[src/rtl/sprite_bitmap_ram_if.sv]
// rtl/sprite_bitmap_ram_if.sv - byte-stream loader port for the sprite bitmap store
interface sprite_bitmap_ram_if;
  logic [7:0] wr_data;
  logic       wr_sof;
  logic       wr_valid;
  logic       wr_ready;

  modport master (output wr_data, output wr_sof, output wr_valid, input wr_ready);
  modport slave  (input wr_data, input wr_sof, input wr_valid, output wr_ready);
endinterface

[src/rtl/sprite_bitmap_ram.sv]
// rtl/sprite_bitmap_ram.sv - double-buffered 16x16 sprite bitmap, loader fills back bank, swap on frame tick
module sprite_bitmap_ram (
  input  logic                      clk,
  input  logic                      reset,
  input  logic [3:0]                rom_addr,
  output logic [15:0]               rom_bits,
  sprite_bitmap_ram_if.slave        wr,
  input  logic                      frame_tick,
  input  logic                      in_progress,
  output logic                      swapped,
  output logic                      wr_error
);

  typedef enum logic [1:0] {IDLE, LOW, HIGH, FULL} state_t;

  state_t      state, state_next;
  logic [3:0]  row, row_next, wr_row;
  logic        front, front_next;
  logic        wr_lo, wr_hi;
  logic        err_next, swap_next;
  logic        accept;
  logic [15:0] bank [2][16];

  // Ready depends only on state and reset so the loader never sees a combinational loop.
  assign wr.wr_ready = !reset && (state != FULL);
  assign accept      = wr.wr_valid && wr.wr_ready;
  assign rom_bits    = bank[front][rom_addr];

  always_comb begin
    state_next = state;
    row_next   = row;
    front_next = front;
    wr_row     = row;
    wr_lo      = 1'b0;
    wr_hi      = 1'b0;
    err_next   = 1'b0;
    swap_next  = 1'b0;
    case (state)
      IDLE: begin
        if (accept) begin
          if (wr.wr_sof) begin
            wr_lo      = 1'b1;
            wr_row     = 4'd0;
            row_next   = 4'd0;
            state_next = HIGH;
          end else begin
            err_next = 1'b1;
          end
        end
      end
      LOW, HIGH: begin
        if (accept) begin
          if (wr.wr_sof) begin
            // Restart: stale rows stay behind but are unreachable until 32 fresh bytes arrive.
            wr_lo      = 1'b1;
            wr_row     = 4'd0;
            row_next   = 4'd0;
            state_next = HIGH;
            err_next   = 1'b1;
          end else if (state == LOW) begin
            wr_lo      = 1'b1;
            state_next = HIGH;
          end else begin
            wr_hi = 1'b1;
            if (row == 4'd15) begin
              state_next = FULL;
            end else begin
              row_next   = row + 4'd1;
              state_next = LOW;
            end
          end
        end
      end
      FULL: begin
        if (frame_tick && !in_progress) begin
          front_next = !front;
          swap_next  = 1'b1;
          state_next = IDLE;
        end
      end
      default: state_next = IDLE;
    endcase
  end

  always_ff @(posedge clk or posedge reset) begin
    if (reset) begin
      state    <= IDLE;
      row      <= 4'd0;
      front    <= 1'b0;
      swapped  <= 1'b0;
      wr_error <= 1'b0;
      for (int b = 0; b < 2; b++) begin
        for (int r = 0; r < 16; r++) begin
          bank[b][r] <= 16'h0000;
        end
      end
    end else begin
      state    <= state_next;
      row      <= row_next;
      front    <= front_next;
      swapped  <= swap_next;
      wr_error <= err_next;
      if (wr_lo) bank[!front][wr_row][7:0]  <= wr.wr_data;
      if (wr_hi) bank[!front][wr_row][15:8] <= wr.wr_data;
    end
  end

endmodule
[src/flat_wrapper.sv]
// flat-port wrapper written by rule: the top's interface ports become plain ports
module sprite_bitmap_ram_flat 
  (clk, reset, rom_addr, rom_bits, frame_tick, in_progress, swapped, wr_error, wr_wr_data, wr_wr_sof, wr_wr_valid, wr_wr_ready);
  sprite_bitmap_ram_if wr_i ();
  input  logic clk;
  input  logic reset;
  input  logic [3:0] rom_addr;
  output logic [15:0] rom_bits;
  input  logic frame_tick;
  input  logic in_progress;
  output logic swapped;
  output logic wr_error;
  input wire logic [$bits(wr_i.wr_data)-1:0] wr_wr_data;
  input wire logic [$bits(wr_i.wr_sof)-1:0] wr_wr_sof;
  input wire logic [$bits(wr_i.wr_valid)-1:0] wr_wr_valid;
  output wire logic [$bits(wr_i.wr_ready)-1:0] wr_wr_ready;
  assign wr_i.wr_data = wr_wr_data;
  assign wr_i.wr_sof = wr_wr_sof;
  assign wr_i.wr_valid = wr_wr_valid;
  assign wr_wr_ready = wr_i.wr_ready;
  sprite_bitmap_ram u_core (.clk(clk), .reset(reset), .rom_addr(rom_addr), .rom_bits(rom_bits), .wr(wr_i), .frame_tick(frame_tick), .in_progress(in_progress), .swapped(swapped), .wr_error(wr_error));
endmodule
[config.mk]
export PLATFORM = sky130hd
export DESIGN_NAME = sprite_bitmap_ram_flat
export DESIGN_NICKNAME = d
export VERILOG_FILES = /design/src/rtl/sprite_bitmap_ram_if.sv /design/src/rtl/sprite_bitmap_ram.sv /design/src/flat_wrapper.sv
export SDC_FILE = /design/constraint.sdc
export NUM_CORES = 1
export LEC_CHECK = 0
export CAP_MARGIN = 30
export CORE_MARGIN = 2
export CORE_UTILIZATION = 35
export DETAILED_ROUTE_END_ITERATION = 8
export PLACE_DENSITY = 0.59
export RECOVER_POWER = 25
export SETUP_SLACK_MARGIN = 0.15
export SYNTH_ARGS = -nofsm -noshare
export SYNTH_HDL_FRONTEND = slang
export SYNTH_SLANG_ARGS = --single-unit
export TNS_END_PERCENT = 50
[constraint.sdc]
create_clock -name clk -period 19.65 [get_ports clk]
set_input_delay 1.965 -clock clk [delete_from_list [all_inputs] [get_ports clk]]
set_output_delay 1.965 -clock clk [all_outputs]
set_load 0.02 [all_outputs]
==> results.rst, run 1 <==
.. list-table::
   :header-rows: 1

   * - Metric
     - Value
   * - Clock Skews
     - about 27 ps
   * - RSZ-0062 raised after global routing
     - no
   * - Crit path launch type
     - primary input
   * - Area contributors post-synth
     - sky130_fd_sc_hd__dfrtp_1, sky130_fd_sc_hd__mux2_2, sky130_fd_sc_hd__mux2i_1
   * - Clock tree root buffer cell
     - sky130_fd_sc_hd__clkbuf_16
   * - Number of clock sinks
     - roughly 520
   * - Final design instance area without fill
     - between 0.02 and 0.03 mm2
   * - Routed vias/inst
     - 5.39
   * - Crit path capture type
     - asynchronous set/reset pin
   * - Power per cell area
     - slightly above 100 mW/mm2
   * - Area inside the core boundary
     - 0.0689 mm2
   * - Post-synth top cells
     - sky130_fd_sc_hd__dfrtp_1, sky130_fd_sc_hd__mux2_2, sky130_fd_sc_hd__mux2i_1, sky130_fd_sc_hd__clkbuf_1, sky130_fd_sc_hd__a22oi_1
   * - Count of max-cap constraint violations
     - 5
   * - Global placement routability congestion
     - a little over 0.8
   * - Violations in the final reports
     - capacitance limit, slew limit
   * - Number of standard-cell rows in the floorplan
     - 96
   * - Hold_sp
     - u_core.bank[32]
   * - Largest net degree at the start of global routing
     - about 150
   * - Synth top area share
     - 0.532
   * - Combinational group share of total power
     - 0.210
   * - Worst R2R Start
     - u_core.state[0]
   * - Slew Viols, Final
     - about 300
   * - Final count of negative-setup-slack endpoints
     - 0
   * - Fraction of the cycle the final worst path needs
     - 0.564
   * - Final number of hold-violating endpoints
     - 0
   * - Run status
     - finished, violations left
   * - Net count after synthesis
     - roughly 1,900
   * - Synthesized instance count
     - roughly 1,800
   * - Hold-fix buffer count after cts
     - 0
   * - Antenna Violating Nets Remaining
     - 0
   * - Data arrival at the endpoint of the critical path
     - 11,880 ps
   * - Post-CTS repair timing setup buffer count
     - 0
   * - Top cell type by total area after synthesis
     - sky130_fd_sc_hd__dfrtp_1
   * - # resized after CTS
     - 0
   * - Initial antenna violation count
     - 0
   * - Via count of the first global-routing pass
     - between 15,000 and 20,000
   * - Number of warnings reported in the yosys synthesis log
     - 0
   * - Placed instance area
     - 0.0257 mm2
   * - Setup Crit Path Kind
     - in -> async
   * - Mean instance size in the synthesized netlist
     - 13.3 um2
   * - Class of the tightest hold or removal check
     - reg -> reg
   * - Capturing point of the worst reg2reg path
     - u_core.bank[190]
   * - Detailed Place HPWL
     - around 40 mm
   * - Final setup slack of the worst path
     - ~8600 ps
   * - Post-synthesis cell area
     - around 0.024 mm2
   * - Count of flip-flops with a built-in enable after synthesis
     - 0
   * - Clock tree from TritonCTS
     - done
   * - DRC viols
     - 0
   * - Area growth from synthesis to final layout
     - 12.0%
   * - Antenna diode instance count
     - 0
   * - Portion of total power attributed to sequential cells
     - 0.445
   * - Most instantiated library cell after synthesis
     - sky130_fd_sc_hd__dfrtp_1
   * - Largest fanout on the critical path
     - between 90 and 100
   * - Boundary Pins
     - 37
   * - Worst hold path depth
     - 1
   * - Chip Width
     - between 200 and 300 um
   * - Filler Cells Inserted
     - 6,471
   * - Switching portion of total power
     - 0.297
   * - Slew headroom
     - -2.44
   * - Post-synthesis sequential area ratio
     - 0.532
   * - Fmax
     - 90.2 MHz
   * - Clock share of power
     - 0.345
   * - Detail-routed net length per standard cell
     - roughly 23 um
   * - Sum Neg Setup Slack
     - 0 ps
   * - I/O Buffers
     - 36
   * - Switching power of the nets
     - around 0.00083 W
   * - Clock-pin slew reported for the worst setup and hold paths after clock tree synthesis
     - 60 ps
   * - Number of detailed-routing iterations run before antenna repair
     - 5
   * - Transition time at the pin with the least slew margin
     - approximately 5200 ps
   * - Gr ovfl total
     - 0
   * - Die height
     - approximately 270 um
   * - Placement-stage worst setup slack
     - 12,200 ps
   * - Wire length of the first global-routing pass
     - just under 100 mm
   * - CTS HTree Levels
     - 2
   * - Number of DRC violations after detailed-routing iteration 0
     - roughly 980
   * - Effective utilization at floorplan
     - 0.355
   * - Final Critical Period
     - roughly 11,000 ps
   * - Critical Path RT
     - 20,440 ps
   * - Internal power consumption
     - just under 0.002 W
   * - Via count
     - ~15,000
   * - R2R depth
     - 6
   * - Number of clock buffers inserted by TritonCTS
     - between 50 and 60
   * - Number of synthesized register bits
     - 521
   * - Overall routed net length
     - about 64 mm
   * - Number of buffers on the longest clock path
     - 3
   * - Endpoint, Worst Hold
     - u_core.bank[32]
   * - Distinct cells, synth
     - 45
   * - Share of post-route cells with drive strength above 1
     - 0.361
   * - Commonest register cell after synthesis
     - sky130_fd_sc_hd__dfrtp_1
   * - Source-to-sink clock delay at the later pin of the worst-skew pair
     - a little over 600 ps
   * - All-Layer GR Usage
     - 0.179
   * - Die Area
     - 0.0721 mm2
   * - Async set or reset register ratio after synthesis
     - 1.00
   * - Worst voltage drop across the vdd grid
     - 63.5 uV
   * - Leakage power summed over all cells
     - roughly 13 nW
   * - Slack of the worst reg-to-reg path
     - 16,230 ps
   * - Net count reported at finish
     - ~1,800
area by class of cell:
cell class	instances	area [um2]	share of cell area
multi-input cells	1171	10900	0.396
inverters	4	16.3	0.000593
well taps	931	1160	0.0425
clock inverters	20	166	0.00607
repair buffers	73	684	0.0250
clock buffers	73	1480	0.0540
flip-flops and latches	521	13000	0.475
metal layers:
layer | track usage | wire [um] | part of all wire
met1 | 0.251 | 29600 | 0.47
met2 | 0.290 | 30200 | 0.47
met3 | 0.0210 | 2380 | 0.037
met4 | 0.0524 | 1410 | 0.022
met5 | 0 | 0 | 0
power groups by stage:
stage	clock network, W	registers, W	logic (W)
4_1_cts	0.000998	0.00125	0.000589
6_report	0.000970	0.00125	0.000591
2_1_floorplan	0	0.00125	0.000414
3_3_place_gp	0	0.00126	0.000580
5_1_grt	0.00104	0.00126	0.000639
3_5_place_dp	0	0.00127	0.000588
layout by cell type, fill, tap and decap left out, drive strengths merged, types with 2 or more instances in the layout:
master and n:
o21ai 9, clkdlybuf4s50 22, ha 4, clkinvlp 3, bufinv 2, nor2 30, inv 6, nand2b 6
a21oi 37, mux2 512, a22oi 64, nand2 58, clkinv 13, nand4 21, nand3 55, dlygate4sd3 5
a31oi 16, and3 8, nor2b 4, or3b 2, buf 41, nor4 2, mux2i 258, a21o 2
a22o 33, nor3 32, and2 4, and3b 3, dfrtp 521, clkbuf 78, nand3b 4
logic make-up after synthesis:
kind of cell,count (synthesis),synth area share
multiplexers,770,0.341
buffers and inverters,154,0.0246
adder cells (fa/ha/maj),4,0.00204
XOR/XNOR,1,0.000358
AO/OA/AOI/OAI,163,0.0463
flip-flops,521,0.532
AND/OR/NAND/NOR,233,0.0534
sequential cells by signal (all words and copies together) (netlist names):
| register | flops |
|---|---|
| u_core.front | 1 |
| u_core.wr_error | 1 |
| u_core.bank | 512 |
| u_core.state | 2 |
| u_core.row | 4 |
| u_core.swapped | 1 |
worst max path at each step:
stage | from | end | slack [ps] | cells past startpoint
2_1_floorplan | reset | u_core.bank[0] | 3130 | 1
3_3_place_gp | rom_addr[0] | rom_bits[13] | 12160 | 8
3_5_place_dp | rom_addr[1] | rom_bits[14] | 12200 | 8
4_1_cts | rom_addr[1] | rom_bits[14] | 12210 | 8
5_1_grt | reset | u_core.bank[9] | 6770 | 7
6_report | reset | u_core.bank[12] | 8560 | 7
metrics by stage:
stage               cells  power (W)  hold slack [ps]   util
finish               2793    0.00281              497  0.398
global route         2793    0.00295              511  0.398
CTS                  2784    0.00283              499  0.396
detailed placement   2691    0.00186              479  0.372
global placement     2689    0.00184              468  0.372
floorplan            1846    0.00166              458      -
critical path, cell delays in order:
cell	delay, ps
sky130_fd_sc_hd__dlygate4sd3_1	690
sky130_fd_sc_hd__clkinvlp_2	1310
sky130_fd_sc_hd__clkbuf_1	3700
sky130_fd_sc_hd__clkbuf_1	400
sky130_fd_sc_hd__clkbuf_1	2690
sky130_fd_sc_hd__buf_4	720
sky130_fd_sc_hd__buf_16	310
(Power assumes the default switching activity.)
==> run 2, diff against run 1 <==
==> constraint.sdc (replaced) <==
create_clock -name clk -period 11.2 [get_ports clk]
set_input_delay 1.12 -clock clk [delete_from_list [all_inputs] [get_ports clk]]
set_output_delay 1.12 -clock clk [all_outputs]
set_load 0.02 [all_outputs]
==> results.rst, run 2 (synthesis results as in run 1) <==
.. list-table::
   :header-rows: 1

   * - Metric
     - Value
   * - Clock tree root buffer cell
     - sky130_fd_sc_hd__clkbuf_16
   * - All-Layer GR Usage
     - 0.177
   * - Routed vias/inst
     - roughly 5.4
   * - Power per cell area
     - 184 mW/mm2
   * - DRC viols
     - 0
   * - Die height
     - approximately 270 um
   * - Clock tree from TritonCTS
     - done
   * - Register ranked first by flip-flop count
     - u_core.bank
   * - Portion of total power attributed to sequential cells
     - 0.431
   * - Number of detailed-routing iterations run before antenna repair
     - 5
   * - Clock share of power
     - 0.362
   * - Storage cell area
     - ~0.013 mm2
   * - Die Area
     - just over 0.07 mm2
   * - Number of buffers on the longest clock path
     - 3
   * - Slew headroom
     - -2.35
   * - Critical Path RT
     - approximately 12,000 ps
   * - Clock Skews
     - 20.1 ps
   * - Boundary Pins
     - 37
   * - Area inside the core boundary
     - about 0.069 mm2
   * - Setup Crit Path Kind
     - in -> async
   * - Violations in the final reports
     - capacitance limit, slew limit
   * - Switching power of the nets
     - 0.00149 W
   * - # resized after CTS
     - 0
   * - Clock-pin slew reported for the worst setup and hold paths after clock tree synthesis
     - 60 ps
   * - Antenna Violating Nets Remaining
     - 0
   * - Fmax
     - around 160 MHz
   * - Number of flip-flops in the largest register
     - 512
   * - Global placement routability congestion
     - between 0.7 and 0.8
   * - Worst voltage drop across the vdd grid
     - 162 uV
   * - Final Critical Period
     - 6060 ps
   * - Final number of hold-violating endpoints
     - 0
   * - Overall routed net length
     - approximately 64 mm
   * - Leakage power summed over all cells
     - around 13 nW
   * - Final Power
     - about 0.0051 W
   * - Number of clock sinks
     - 521
   * - Cell breakdown of the critical path
     - dlygate4sd3_1 -> clkinvlp_2 -> clkbuf_2 -> buf_4
   * - Switching portion of total power
     - 0.294
   * - Detailed Place HPWL
     - about 38 mm
   * - Final count of negative-setup-slack endpoints
     - 0
   * - Class of the tightest hold or removal check
     - reg -> reg
   * - Largest net degree at the start of global routing
     - 200
   * - Post-CTS repair timing setup buffer count
     - 0
   * - Total area of multi-input combinational cells
     - roughly 0.011 mm2
   * - Number of DRC violations after detailed-routing iteration 0
     - approximately 1,100
   * - Registers with the most flip-flops
     - u_core.bank x512, u_core.row x4, u_core.state x2
   * - Run status
     - finished, violations left
   * - CTS HTree Levels
     - 2
   * - Share of post-route cells with drive strength above 1
     - 0.362
   * - Slowest library cell on the worst path
     - sky130_fd_sc_hd__clkbuf_2
   * - Largest fanout on the critical path
     - a little under 200
   * - Source-to-sink clock delay at the later pin of the worst-skew pair
     - between 600 and 700 ps
   * - RSZ-0062 raised after global routing
     - no
   * - Initial antenna violation count
     - 1
   * - Number of clock buffers inserted by TritonCTS
     - 54
   * - Antenna diode instance count
     - 0
   * - Area growth from synthesis to final layout
     - 12.5%
   * - I/O Buffers
     - 36
   * - Net count reported at finish
     - 1,846
   * - Via count
     - between 15,000 and 20,000
   * - Chip Width
     - ~270 um
   * - Sum Neg Setup Slack
     - 0 ps
   * - Fraction of the cycle the final worst path needs
     - 0.541
   * - Longest individual stage delay on the worst path
     - 3460 ps
   * - Leading cell type in the layout, fill and taps excluded
     - sky130_fd_sc_hd__dfrtp_1
   * - Commonest non-fill, non-tap cells in the layout
     - sky130_fd_sc_hd__dfrtp_1, sky130_fd_sc_hd__mux2_2, sky130_fd_sc_hd__mux2i_1
   * - Filler Cells Inserted
     - 6,515
   * - Internal power consumption
     - 0.00358 W
   * - Combinational group share of total power
     - 0.207
   * - Transition time at the pin with the least slew margin
     - roughly 5000 ps
   * - Detail-routed net length per standard cell
     - about 23 um
   * - Wire length of the first global-routing pass
     - approximately 97 mm
   * - Crit path capture type
     - asynchronous set/reset pin
   * - Count of max-cap constraint violations
     - 3
   * - Effective utilization at floorplan
     - 0.355
   * - Slew Viols, Final
     - 284
   * - Crit path launch type
     - primary input
   * - Gr ovfl total
     - 0
   * - Via count of the first global-routing pass
     - between 15,000 and 20,000
   * - Number of standard-cell rows in the floorplan
     - 96
   * - Data arrival at the endpoint of the critical path
     - 6650 ps
   * - Hold-fix buffer count after cts
     - 0
[run 2: changes by cell type in the layout (fill, tap and decap cells not counted), moves of 2 or more]
cell,before,now
sky130_fd_sc_hd__buf_6,0,2
sky130_fd_sc_hd__bufinv_16,2,5
sky130_fd_sc_hd__inv_6,3,0
sky130_fd_sc_hd__clkbuf_1,17,19
sky130_fd_sc_hd__clkdlybuf4s50_1,22,24
sky130_fd_sc_hd__dlygate4sd3_1,5,3
sky130_fd_sc_hd__clkinv_2,13,11
sky130_fd_sc_hd__clkbuf_8,8,6
sky130_fd_sc_hd__buf_16,5,3
sky130_fd_sc_hd__clkbuf_16,53,57
[run 2: cell type report]
type                       instances  area share
sequential                       521       0.473
multi-input combinational       1171       0.395
clock buffer                      80      0.0571
tap                              931      0.0423
timing repair buffer              72      0.0237
clock inverter                    18     0.00804
inverter                           4    0.000591
[run 2: critical path: cells and delay by family]
family / cells / cell delay [ps]
buffers and inverters: 4 / 5390
[run 2: power by group through the flow]
stage               sequential, W  combinational, W  clock, W
global route              0.00221           0.00114   0.00195
finish                    0.00219           0.00105   0.00184
CTS                       0.00218           0.00106   0.00188
global placement          0.00221           0.00103         0
floorplan                 0.00219          0.000727         0
detailed placement        0.00222           0.00106         0
[run 2: worst paths after layout]
check,slack (ps),depth (start not counted),start,endpoint
max in group clk,5330,8,rom_addr[1],rom_bits[14]
min,480,1,u_core.bank[32],u_core.bank[32]
max,5140,4,reset,u_core.bank[106]
min in group asynchronous,1890,3,reset,u_core.bank[47]
max reg2reg,7790,6,u_core.state[0],u_core.bank[191]
min reg2reg,480,1,u_core.bank[32],u_core.bank[32]
[run 2: routing by layer]
layer,up-vias,share of wire,track usage
met1,8047,0.46,0.245
met4,2,0.020,0.0435
met2,317,0.47,0.289
li1,6702,-,-
met3,79,0.050,0.0308
met5,-,0.00016,0
[run 2: metrics by stage]
| step | instance area, um2 | worst slack [ps] | cells | util | hold slack, ps |
|---|---|---|---|---|---|
| 2_1_floorplan | 24500 | 3000 | 1846 | - | 458 |
| 6_report | 27500 | 5140 | 2797 | 0.399 | 484 |
| 3_3_place_gp | 25600 | 5430 | 2690 | 0.372 | 467 |
| 3_5_place_dp | 25800 | 5420 | 2699 | 0.374 | 480 |
| 4_1_cts | 27600 | 5410 | 2797 | 0.400 | 493 |
| 5_1_grt | 27500 | 4200 | 2797 | 0.399 | 511 |
==> run 3, diff against run 2 <==
==> constraint.sdc (replaced) <==
create_clock -name clk -period 6.13 [get_ports clk]
set_input_delay 0.613 -clock clk [delete_from_list [all_inputs] [get_ports clk]]
set_output_delay 0.613 -clock clk [all_outputs]
set_load 0.02 [all_outputs]
==> results.rst, run 3 (synthesis results as in run 1) <==
.. list-table::
   :header-rows: 1

   * - Metric
     - Value
   * - Die height
     - about 270 um
   * - Chip Width
     - 269 um
   * - Clock Skews
     - about 24 ps
   * - Worst voltage drop across the vdd grid
     - around 200 uV
   * - Final number of hold-violating endpoints
     - 0
   * - Source-to-sink clock delay at the later pin of the worst-skew pair
     - 610 ps
   * - Run status
     - finished, violations left
   * - Commonest non-fill, non-tap cells in the layout
     - sky130_fd_sc_hd__dfrtp_1, sky130_fd_sc_hd__mux2_2, sky130_fd_sc_hd__mux2i_1
   * - I/O Buffers
     - 36
   * - # resized after CTS
     - 0
   * - Initial antenna violation count
     - 2
   * - Registers with the most flip-flops
     - u_core.bank x512, u_core.row x4, u_core.state x2
   * - Capturing point of the worst reg2reg path
     - u_core.bank[436]
   * - Boundary Pins
     - 37
   * - Slew headroom
     - -0.914
   * - Area inside the core boundary
     - 0.0689 mm2
   * - Global placement routability congestion
     - 0.865
   * - Post-CTS repair timing setup buffer count
     - 0
   * - Hold-fix buffer count after cts
     - 0
   * - Setup Crit Path Kind
     - reg -> out
   * - Routed vias/inst
     - around 5.4
   * - Detail-routed net length per standard cell
     - 23.2 um
   * - R2R depth
     - 6
   * - Area growth from synthesis to final layout
     - 11.8%
   * - Number of clock sinks
     - roughly 520
   * - Leading cell type in the layout, fill and taps excluded
     - sky130_fd_sc_hd__dfrtp_1
   * - Final count of negative-setup-slack endpoints
     - 0
   * - Effective utilization at floorplan
     - 0.355
   * - Slew Viols, Final
     - about 230
   * - Total placed cells including tap cells
     - ~2,700
   * - Detailed Place HPWL
     - 40.8 mm
   * - Count of max-cap constraint violations
     - 2
   * - Clock tree from TritonCTS
     - done
   * - Number of clock buffers inserted by TritonCTS
     - 53
   * - Fmax
     - just over 200 MHz
   * - Leakage power summed over all cells
     - between 10 and 15 nW
   * - Number of detailed-routing iterations run before antenna repair
     - 7
   * - Post-route insts no fill
     - about 2,800
   * - Net count reported at finish
     - 1,836
   * - Register ranked first by flip-flop count
     - u_core.bank
   * - Power per cell area
     - around 340 mW/mm2
   * - All-Layer GR Usage
     - 0.180
   * - Violations in the final reports
     - capacitance limit, slew limit
   * - Largest net degree at the start of global routing
     - ~170
   * - Number of buffers on the longest clock path
     - 3
   * - Critical Path RT
     - ~5500 ps
   * - Data arrival at the endpoint of the critical path
     - approximately 4200 ps
   * - Number of standard-cell rows in the floorplan
     - 96
   * - Gr ovfl total
     - 0
   * - Antenna Violating Nets Remaining
     - 0
   * - Hold_sp
     - u_core.bank[32]
   * - Final Critical Period
     - 4840 ps
   * - Die Area
     - 0.0721 mm2
   * - Wire length of the first global-routing pass
     - just under 100 mm
   * - Slack of the worst reg-to-reg path
     - ~2600 ps
   * - Worst R2R Start
     - u_core.state[0]
   * - DRC viols
     - 0
   * - Via count of the first global-routing pass
     - about 16,000
   * - Final design instance area without fill
     - roughly 0.027 mm2
   * - Clock-pin slew reported for the worst setup and hold paths after clock tree synthesis
     - ~70 ps
   * - RSZ-0062 raised after global routing
     - no
   * - Placed instance area
     - 0.0257 mm2
   * - Sum Neg Setup Slack
     - 0 ps
   * - Crit path capture type
     - primary output
   * - Share of post-route cells with drive strength above 1
     - 0.359
   * - Endpoint, Worst Hold
     - u_core.bank[32]
   * - Via count
     - approximately 15,000
   * - Number of flip-flops in the largest register
     - approximately 510
   * - Class of the tightest hold or removal check
     - reg -> reg
   * - Crit path launch type
     - flop
   * - CTS HTree Levels
     - 2
   * - Number of DRC violations after detailed-routing iteration 0
     - around 1,300
   * - Clock tree root buffer cell
     - sky130_fd_sc_hd__clkbuf_16
   * - Transition time at the pin with the least slew margin
     - 2870 ps
   * - Worst hold path depth
     - 1
   * - Overall routed net length
     - 64.5 mm
   * - Largest fanout on the critical path
     - 30
   * - Fraction of the cycle the final worst path needs
     - 0.790
==> run 3: cell types whose count changed in the layout (fill, tap and decap cells not counted), moves of 2 or more <==
cell and delta:
sky130_fd_sc_hd__buf_12 +4, sky130_fd_sc_hd__buf_4 -7, sky130_fd_sc_hd__clkdlybuf4s50_1 +2, sky130_fd_sc_hd__dlygate4sd3_1 -2
sky130_fd_sc_hd__bufinv_16 -2, sky130_fd_sc_hd__buf_6 -2, sky130_fd_sc_hd__clkbuf_1 -4, sky130_fd_sc_hd__clkbuf_8 +5
sky130_fd_sc_hd__buf_16 -3, sky130_fd_sc_hd__clkbuf_16 -3
==> run 3: layout make-up <==
cell class	count	area, um2
Antenna cell	1	2.50
Clock buffer	79	1560
Clock inverter	14	156
Fill cell	6476	41600
Inverter	4	16.3
Multi-Input combinational cell	1171	10900
Sequential cell	521	13000
Tap cell	931	1160
Timing Repair Buffer	63	574
==> run 3: power by group <==
group / internal [W] / switching [W] / total [W]
registers: 0.00380 / 0.000217 / 0.00402
clock network: 0.00187 / 0.00134 / 0.00320
logic: 0.000773 / 0.00118 / 0.00195
==> run 3: metrics by stage <==
stage,power [W],utilization,setup slack [ps],hold WS [ps]
after floorplan,0.00532,-,-1560,458
after global placement,0.00597,0.372,1850,471
after detailed placement,0.00603,0.373,1810,475
after CTS,0.00925,0.397,1350,488
after global routing,0.00957,0.397,1190,507
final,0.00917,0.397,1290,486
==> run 3: critical path, cell delays in order (launching register included) <==
cell and delay, ps:
sky130_fd_sc_hd__dfrtp_1 850, sky130_fd_sc_hd__nor2b_4 820, sky130_fd_sc_hd__buf_4 440, sky130_fd_sc_hd__a22oi_1 220
sky130_fd_sc_hd__a31oi_1 440, sky130_fd_sc_hd__nand3_1 230, sky130_fd_sc_hd__clkdlybuf4s50_1 590
==> run 3: routing by layer <==
layer	vias to the layer above	global-route usage	wire, um
met1	8058	0.245	28900
met5	-	0	11
met4	2	0.0556	1760
met2	350	0.294	30600
li1	6651	-	-
met3	107	0.0299	3170
==> run 3: worst max-delay path by stage <==
stage,start,to,slack (ps)
6_report,u_core.front,rom_bits[0],1290
5_1_grt,reset,u_core.bank[261],1190
4_1_cts,u_core.front,rom_bits[6],1350
3_5_place_dp,rom_addr[1],rom_bits[6],1810
3_3_place_gp,rom_addr[1],rom_bits[0],1850
2_1_floorplan,reset,u_core.bank[0],-1560
